==> src/rtl/mem_arbiter_pkg.sv <==
// Shared types and helpers for the memory arbiter: state/owner encodings and IO address decode.
package mem_arbiter_pkg;

    localparam logic TRUE  = 1'b1;
    localparam logic FALSE = 1'b0;

    typedef enum logic [1:0] {
        ARB_IDLE  = 2'd0,
        ARB_BUSY  = 2'd1,
        ARB_DRAIN = 2'd2,
        ARB_RESP  = 2'd3
    } arb_state_e;

    typedef enum logic {
        OWN_IC  = 1'b0,
        OWN_LSB = 1'b1
    } arb_owner_e;

    localparam logic [2:0] IC_FETCH_LEN = 3'd4;

    function automatic logic is_io_addr(input logic [1:0] addr_hi, input logic [1:0] io_sel);
        return addr_hi == io_sel;
    endfunction

endpackage

==> src/rtl/mem_arbiter_arb_select.sv <==
// Combinational grant selection: LSB-first priority, IO-store gating and IC anti-starvation.
module mem_arbiter_arb_select
    import mem_arbiter_pkg::*;
#(
    parameter logic [2:0] STARVE_MAX = 3'd4,
    parameter logic [1:0] IO_SEL     = 2'b11
) (
    input  logic       i_ic_flag,
    input  logic       i_lsb_flag,
    input  logic       i_lsb_type,
    input  logic [1:0] i_lsb_addr_hi,
    input  logic       i_io_buffer_full,
    input  logic [2:0] i_starve_cnt,
    output logic       o_grant_ic,
    output logic       o_grant_lsb,
    output logic       o_io_blocked
);

    logic w_lsb_elig;
    logic w_ic_turn;

    assign o_io_blocked = i_lsb_flag && i_lsb_type && is_io_addr(i_lsb_addr_hi, IO_SEL)
                          && i_io_buffer_full;
    assign w_lsb_elig   = i_lsb_flag && !o_io_blocked;
    assign w_ic_turn    = i_starve_cnt >= STARVE_MAX;

    // IC wins when LSB is absent or LSB has already won STARVE_MAX times in a row.
    assign o_grant_ic  = i_ic_flag && (!w_lsb_elig || w_ic_turn);
    assign o_grant_lsb = w_lsb_elig && (!i_ic_flag || !w_ic_turn);

endmodule

==> src/rtl/mem_arbiter.sv <==
// Single-request memory arbiter between ICache and LSB in front of the memory controller.
// Optional MEM_ARB_STATS_EN adds grant and IO-stall counters.
module mem_arbiter
    import mem_arbiter_pkg::*;
#(
    parameter int unsigned STARVE_MAX = 4,
    parameter logic [1:0]  IO_SEL     = 2'b11
) (
    input  logic        clk,
    input  logic        rst,
    input  logic        rdy,
    input  logic        roll,
    input  logic        io_buffer_full,
    input  logic        IC_flag,
    input  logic [31:0] IC_addr,
    output logic        IC_commit,
    output logic [31:0] IC_data,
    input  logic        LSB_flag,
    input  logic        LSB_type,
    input  logic [31:0] LSB_addr,
    input  logic [2:0]  LSB_len,
    input  logic [31:0] LSB_data,
    output logic        LSB_commit,
    output logic [31:0] LSB_val,
    output logic        mc_flag,
    output logic        mc_type,
    output logic [31:0] mc_addr,
    output logic [2:0]  mc_len,
    output logic [31:0] mc_data,
    input  logic        mc_commit,
    input  logic [31:0] mc_val
`ifdef MEM_ARB_STATS_EN
    ,
    output logic [31:0] stat_ic_grants,
    output logic [31:0] stat_lsb_grants,
    output logic [31:0] stat_io_stall
`endif
);

    localparam logic [2:0] STARVE_MAX_W = 3'(STARVE_MAX);

    arb_state_e  r_state, w_state_nxt;
    arb_owner_e  r_owner;
    logic [2:0]  r_starve_cnt, w_starve_nxt;
    logic        r_mc_flag, r_mc_type;
    logic [31:0] r_mc_addr, r_mc_data, r_ic_data, r_lsb_val;
    logic [2:0]  r_mc_len;

    logic w_grant_ic, w_grant_lsb, w_io_blocked;
    logic w_take_grant, w_mc_done, w_deliver;

    mem_arbiter_arb_select #(
        .STARVE_MAX (STARVE_MAX_W),
        .IO_SEL     (IO_SEL)
    ) u_arb_select (
        .i_ic_flag        (IC_flag),
        .i_lsb_flag       (LSB_flag),
        .i_lsb_type       (LSB_type),
        .i_lsb_addr_hi    (LSB_addr[17:16]),
        .i_io_buffer_full (io_buffer_full),
        .i_starve_cnt     (r_starve_cnt),
        .o_grant_ic       (w_grant_ic),
        .o_grant_lsb      (w_grant_lsb),
        .o_io_blocked     (w_io_blocked)
    );

    always_comb begin
        w_state_nxt  = r_state;
        w_starve_nxt = r_starve_cnt;
        w_take_grant = FALSE;
        w_mc_done    = FALSE;
        w_deliver    = FALSE;
        unique case (r_state)
            ARB_IDLE: begin
                if (!roll && (w_grant_ic || w_grant_lsb)) begin
                    w_take_grant = TRUE;
                    w_state_nxt  = ARB_BUSY;
                    if (w_grant_ic) begin
                        w_starve_nxt = 3'd0;
                    end else if (IC_flag && r_starve_cnt < STARVE_MAX_W) begin
                        w_starve_nxt = r_starve_cnt + 3'd1;
                    end
                end
            end
            ARB_BUSY: begin
                // A load hit by roll is dropped; a store always runs to completion.
                if (mc_commit) begin
                    w_mc_done = TRUE;
                    if (roll && !r_mc_type) begin
                        w_state_nxt = ARB_IDLE;
                    end else begin
                        w_deliver   = TRUE;
                        w_state_nxt = ARB_RESP;
                    end
                end else if (roll && !r_mc_type) begin
                    w_state_nxt = ARB_DRAIN;
                end
            end
            ARB_DRAIN: begin
                if (mc_commit) begin
                    w_mc_done   = TRUE;
                    w_state_nxt = ARB_IDLE;
                end
            end
            ARB_RESP: begin
                w_state_nxt = ARB_IDLE;
            end
        endcase
    end

    always_ff @(posedge clk or negedge rst) begin
        if (!rst) begin
            r_state      <= ARB_IDLE;
            r_owner      <= OWN_IC;
            r_starve_cnt <= 3'd0;
            r_mc_flag    <= FALSE;
            r_mc_type    <= FALSE;
            r_mc_addr    <= '0;
            r_mc_len     <= '0;
            r_mc_data    <= '0;
            r_ic_data    <= '0;
            r_lsb_val    <= '0;
        end else if (rdy) begin
            r_state      <= w_state_nxt;
            r_starve_cnt <= w_starve_nxt;
            if (w_take_grant) begin
                r_mc_flag <= TRUE;
                r_owner   <= w_grant_ic ? OWN_IC : OWN_LSB;
                r_mc_type <= w_grant_ic ? FALSE : LSB_type;
                r_mc_addr <= w_grant_ic ? IC_addr : LSB_addr;
                r_mc_len  <= w_grant_ic ? IC_FETCH_LEN : LSB_len;
                r_mc_data <= w_grant_ic ? 32'd0 : LSB_data;
            end else if (w_mc_done) begin
                r_mc_flag <= FALSE;
            end
            if (w_deliver) begin
                if (r_owner == OWN_IC) r_ic_data <= mc_val;
                else                   r_lsb_val <= mc_val;
            end
        end
    end

    assign mc_flag    = r_mc_flag;
    assign mc_type    = r_mc_type;
    assign mc_addr    = r_mc_addr;
    assign mc_len     = r_mc_len;
    assign mc_data    = r_mc_data;
    assign IC_data    = r_ic_data;
    assign LSB_val    = r_lsb_val;
    assign IC_commit  = rdy && (r_state == ARB_RESP) && (r_owner == OWN_IC);
    assign LSB_commit = rdy && (r_state == ARB_RESP) && (r_owner == OWN_LSB);

`ifdef MEM_ARB_STATS_EN
    logic [31:0] r_stat_ic, r_stat_lsb, r_stat_io;

    always_ff @(posedge clk or negedge rst) begin
        if (!rst) begin
            r_stat_ic  <= '0;
            r_stat_lsb <= '0;
            r_stat_io  <= '0;
        end else if (rdy) begin
            if (w_take_grant && w_grant_ic)  r_stat_ic  <= r_stat_ic + 32'd1;
            if (w_take_grant && w_grant_lsb) r_stat_lsb <= r_stat_lsb + 32'd1;
            if (r_state == ARB_IDLE && w_io_blocked) r_stat_io <= r_stat_io + 32'd1;
        end
    end

    assign stat_ic_grants  = r_stat_ic;
    assign stat_lsb_grants = r_stat_lsb;
    assign stat_io_stall   = r_stat_io;
`else
    logic w_unused_io_blocked;
    assign w_unused_io_blocked = w_io_blocked;
`endif

endmodule

==> config.mk <==
export PLATFORM = sky130hd
export DESIGN_NAME = mem_arbiter
export DESIGN_NICKNAME = d
export VERILOG_FILES = /design/src/rtl/mem_arbiter_pkg.sv /design/src/rtl/mem_arbiter_arb_select.sv /design/src/rtl/mem_arbiter.sv
export SDC_FILE = /design/constraint.sdc
export NUM_CORES = 1
export LEC_CHECK = 0
export CELL_PAD_IN_SITES_DETAIL_PLACEMENT = 0
export CELL_PAD_IN_SITES_GLOBAL_PLACEMENT = 1
export CORE_ASPECT_RATIO = 1.1
export CORE_MARGIN = 2
export CORE_UTILIZATION = 31
export CTS_BUF_LIST = sky130_fd_sc_hd__clkbuf_16
export DETAILED_ROUTE_END_ITERATION = 16
export MAX_ROUTING_LAYER = met4
export PLACE_DENSITY_LB_ADDON = 0.1
export SLEW_MARGIN = 20
export SYNTH_ARGS = -nofsm -noshare
export SYNTH_HDL_FRONTEND = slang
export SYNTH_HIERARCHICAL = 1
export SYNTH_SLANG_ARGS = --single-unit
==> constraint.sdc <==
create_clock -name clk -period 2 [get_ports clk]
set_input_delay 0.2 -clock clk [delete_from_list [all_inputs] [get_ports clk]]
set_output_delay 0.2 -clock clk [all_outputs]
set_load 0.01 [all_outputs]
# ---- Word-level counts from Yosys, hierarchy flattened
# Cells that the tools add are included.
dict set report totals {
  reg_bits 139
  input_bits 140
  output_inout_bits 135
  elab_cells 74
}
dict set report op_classes {
  add_sub_neg 1
  n_lt_le_gt_ge 2
  eq_ne 7
  muxes 22
  bitwise_logic 1
  reduce_logical 31
}
# op count
set ops {}
lappend ops {{two-way mux 32 bit} 2}
lappend ops {{logical AND 1 bit} 12}
lappend ops {{two-way mux 1 bit} 11}
lappend ops {{two-way mux 2 bit} 5}
lappend ops {{two-way mux 3 bit} 3}
lappend ops {{case mux 2 bit (4 select lines)} 1}
lappend ops {{AND reduction 4 bit} 2}
lappend ops {{== test 2 bit (second input constant)} 3}
lappend ops {{zero test 1 bit} 6}
lappend ops {{AND reduction 3 bit} 2}
lappend ops {{!= test 2 bit (second input constant)} 2}
lappend ops {{AND reduction 2 bit} 2}
lappend ops {{nonzero test 2 bit} 2}
lappend ops {{adder 3 x 1 -> 3 bit (second input constant)} 1}
lappend ops {{>= comparator 3 bit (second input constant)} 1}
lappend ops {{logical OR 1 bit} 3}
lappend ops {{< comparator 3 bit (second input constant)} 1}
lappend ops {{!= test 3 bit (second input constant)} 1}
lappend ops {{== test 2 x 1 -> 1 bit (second input constant)} 1}
lappend ops {{zero test 2 bit} 1}
lappend ops {{OR reduction 2 bit} 1}
lappend ops {{inverter 1 bit} 1}

# ---- Depth between registers and ports, before layout
dict set report depth {
  ltp_word 14
  ltp_mapped 10
  mapped_depth_nobuf 6
}

# ---- Cells and area by module
# Netlist, hierarchy kept.
# module instances cells_per_inst area_each_um2 seq_area_each_um2
set by_module_without_submodules {}
lappend by_module_without_submodules {mem_arbiter 1 482 5786.8 3478.3}
lappend by_module_without_submodules {mem_arbiter_arb_select 1 5 43.8 0.0}

# ---- Least setup slack after synthesis
# OpenSTA, ideal clock, no wires.
dict set report synth_path {
  path_type {reg2reg}
  from {reg r_state[1]}
  to {reg r_ic_data[21], in the netlist IC_data[21]}
  setup_ps 125
  arrival_ps 1656
  required_time_ps 1875
  setup_slack_ps 219
  stages_incl_launch_ff 7
  path_buffers 1
  synth_period_minus_slack_ps 1781
  path_cell_list {dfrtp_1 > inv_1 > ha_1 > and2_1 > nor4b_4 > buf_6 > mux2_2}
}
dict set report synth_via {
  elab_chain_len 3
}
# item line_no
set synth_rtl {}
lappend synth_rtl {{from (decl)} mem_arbiter.sv:42} ;# arb_state_e r_state, w_state_nxt;
lappend synth_rtl {{from (signal assigned)} mem_arbiter.sv:124} ;# r_state <= w_state_nxt;
lappend synth_rtl {{== test 2 x 1 -> 1 bit} mem_arbiter.sv:73} ;# unique case (r_state)
lappend synth_rtl {{two-way mux 1 bit} mem_arbiter.sv:73}
lappend synth_rtl {{AND reduction 3 bit (no line)} --}
lappend synth_rtl {{to (signal assigned)} mem_arbiter.sv:137} ;# if (r_owner == OWN_IC) r_ic_data <= mc_val;
lappend synth_rtl {{to (decl)} mem_arbiter.sv:46} ;# logic [31:0] r_mc_addr, r_mc_data, r_ic_data, r_lsb_val;
# No other way between the ends.
# A chain may end at the register's enable or synchronous reset.

# ---- Worst setup path in the final report
dict set report layout_path {
  from {reg r_state[1]}
  to {reg r_ic_data[27], in the netlist IC_data[27]}
}
# The elaborated chain is that of the path after synthesis.

==> flow_summary.yaml <==
outcome:
  status: "finished, final reports clean"
grt:
  grt_first_pass_wirelength_microns: 24900
  antenna_found_initial: 0
  grt_overflow: 0
  grt_start_max_net_pins: 70
  grt_usage_pct: 16.64
  first_global_vias: 4858
clocking:
  cts-root-buf: "clkbuf_16"
  cts_tree: "done"
  cts.path.max_buffers: 2
  clk-insertion-delay-late_ns: 0.41
  clock_sinks: 139
  cts_buffers: 17
  cts.htree.levels: 4
  cts.clk_slew.worst_paths_ns: 0.06
cells_and_area:
  nNetsFinal: 920
  synthToLayoutAreaGrowth_pct: 65.26
  antennaDiodeCount: 0
  drive_above_1_share_pct: 15.88
sta:
  skew_ns: 0.009717
  slew_viol_final: 0
  fin_tns_setup_ns: 0
  period_needed_ns: 1.874
  max_freq_ghz: 0.5336
  max_slew.worst_pin.slew_ns: 0.3870
  hold_viol_final: 0
  worst_slack_ns: 0.1260
  max_slew_margin_pct: 74.20
  setup_viol: 0
  fin_crit_sh_pct: 93.70
floorplanning:
  die_h_microns: 147.7
  start_util_pct: 31.63
  core-area_sq_mm: 0.01841
  rows: 52
  die_area_sq_mm: 0.01990
  fp.dieW_microns: 134.7
  io_pins: 275
power:
  powerDensity_mw_per_mm2: 1367
  total_power_w: 0.01315
  irDropWorstVdd_v: 0.0005775
  p_leak_nw: 4.340
routing:
  dr.pass1.iters: 4
  postRouteAntennaNets: 0
  first_iter_violations: 141
  wl_microns: 15920
  via_per_inst: 4.513
  routedWlPerCell_microns: 15.45
  drc: 0
  vias: 4648
critical_path:
  cp-start-kind: "flop"
  path_class: "reg2reg"
  arrival_ns: 2.16
  critPathMaxFanout: 8
  r2r_end: "IC_data[27]"
  r2r_start: "r_state[1]"
  required_ns: 2.29
  startpoint: "r_state[1]"
  r2r_setup_slack_ns: 0.13
  crit_path_end_kind: "flop"
  worst-r2r-cell-count: 7
synth:
  yosysWarnings: 6
  netlist_area_sq_mm: 0.005823
  synth_area_per_cell_sq_um: 11.98
  synthCells: 486
  synth_fp_nets: 631
placed_design:
  hpwlAfterDp_microns: 11480
  dpl_worst_slack_ns: -0.08783
  gp_congestion: 0.7869
  portBuffers: 274
hold_path:
  hold_class: "in2async"
flow_run:
  cap_violations: 0
cell usage in the layout (no fill, tap or decap), types with 7 or more instances in the layout:
| cell | instances |
|---|---|
| clkdlybuf4s50_1 | 271 |
| dfrtp_1 | 139 |
| nand2_1 | 111 |
| mux2_2 | 59 |
| nand3b_1 | 35 |
| mux2i_1 | 33 |
| o21ai_0 | 33 |
| clkbuf_16 | 18 |
| buf_4 | 15 |
| buf_12 | 8 |
| inv_1 | 7 |
where the power goes:
| group | internal [W] | switching, W |
|---|---|---|
| Combinational | 0.00325 | 0.00212 |
| Sequential | 0.00406 | 0.000675 |
| Clock | 0.00183 | 0.00121 |
| Total | 0.00915 | 0.00400 |
per-layer routing:
layer  global-route usage, %  share of wire (%)  vias up
met1                   19.21                 42     2196
met4                   6.211                2.0        0
li1                        -                  -     2235
met2                   27.06                 48      196
met3                   5.350                8.4       21
met5                       -                  0        -
metrics by stage:
step | util [%] | instance area, sq um | std cells | hold slack [ns]
2_1_floorplan | - | 5823 | 486 | -0.09559
3_3_place_gp | 48.68 | 8964 | 992 | 0.06883
3_5_place_dp | 48.68 | 8964 | 992 | 0.07455
4_1_cts | 51.85 | 9547 | 1024 | 0.2028
5_1_grt | 52.26 | 9623 | 1030 | 0.2177
6_report | 52.26 | 9623 | 1030 | 0.2100
worst max-delay path: stages, from the launching register on:
cell     delay, ns
dfrtp_1       0.41
inv_1         0.09
ha_1          0.20
and2_4        0.17
nor4b_4       0.20
buf_4         0.18
buf_6         0.16
mux2_2        0.34
worst max path at each step:
stage,to,slack (ns),cells past startpoint
2_1_floorplan,IC_data[21],0.22,6
3_3_place_gp,mc_len[2],-0.05,9
3_5_place_dp,mc_data[21],-0.09,9
4_1_cts,LSB_commit,0.01,3
5_1_grt,IC_data[27],-0.02,7
6_report,IC_data[27],0.13,7
final cells by class:
type                            count  area [sq um]
Sequential cell                   139          3478
Tap cell                          243         304.0
Inverter                            6         22.52
Fill cell                        1616          8790
Clock buffer                       17         425.4
Clock inverter                     14         147.6
Timing Repair Buffer              300          3068
Multi-Input combinational cell    311          2177
sequential cells by signal, summed over array words and instances, names as in the netlist:
signal,cells
r_starve_cnt,3
mc_type,1
mc_flag,1
mc_len,3
r_owner,1
LSB_val,32
mc_data,32
r_state,2
IC_data,32
mc_addr,32
what timing repair did:
| action | CTS | global route |
|---|---|---|
| hold buffers | 1 | 0 |
| buffers inserted | 0 | 4 |
| endpoints found under the hold margin | 70 | 0 |
| resized for setup | 0 | 7 |
| endpoints found under the setup margin | 0 | 34 |
Note: power is estimated with default switching activity, not from simulation.
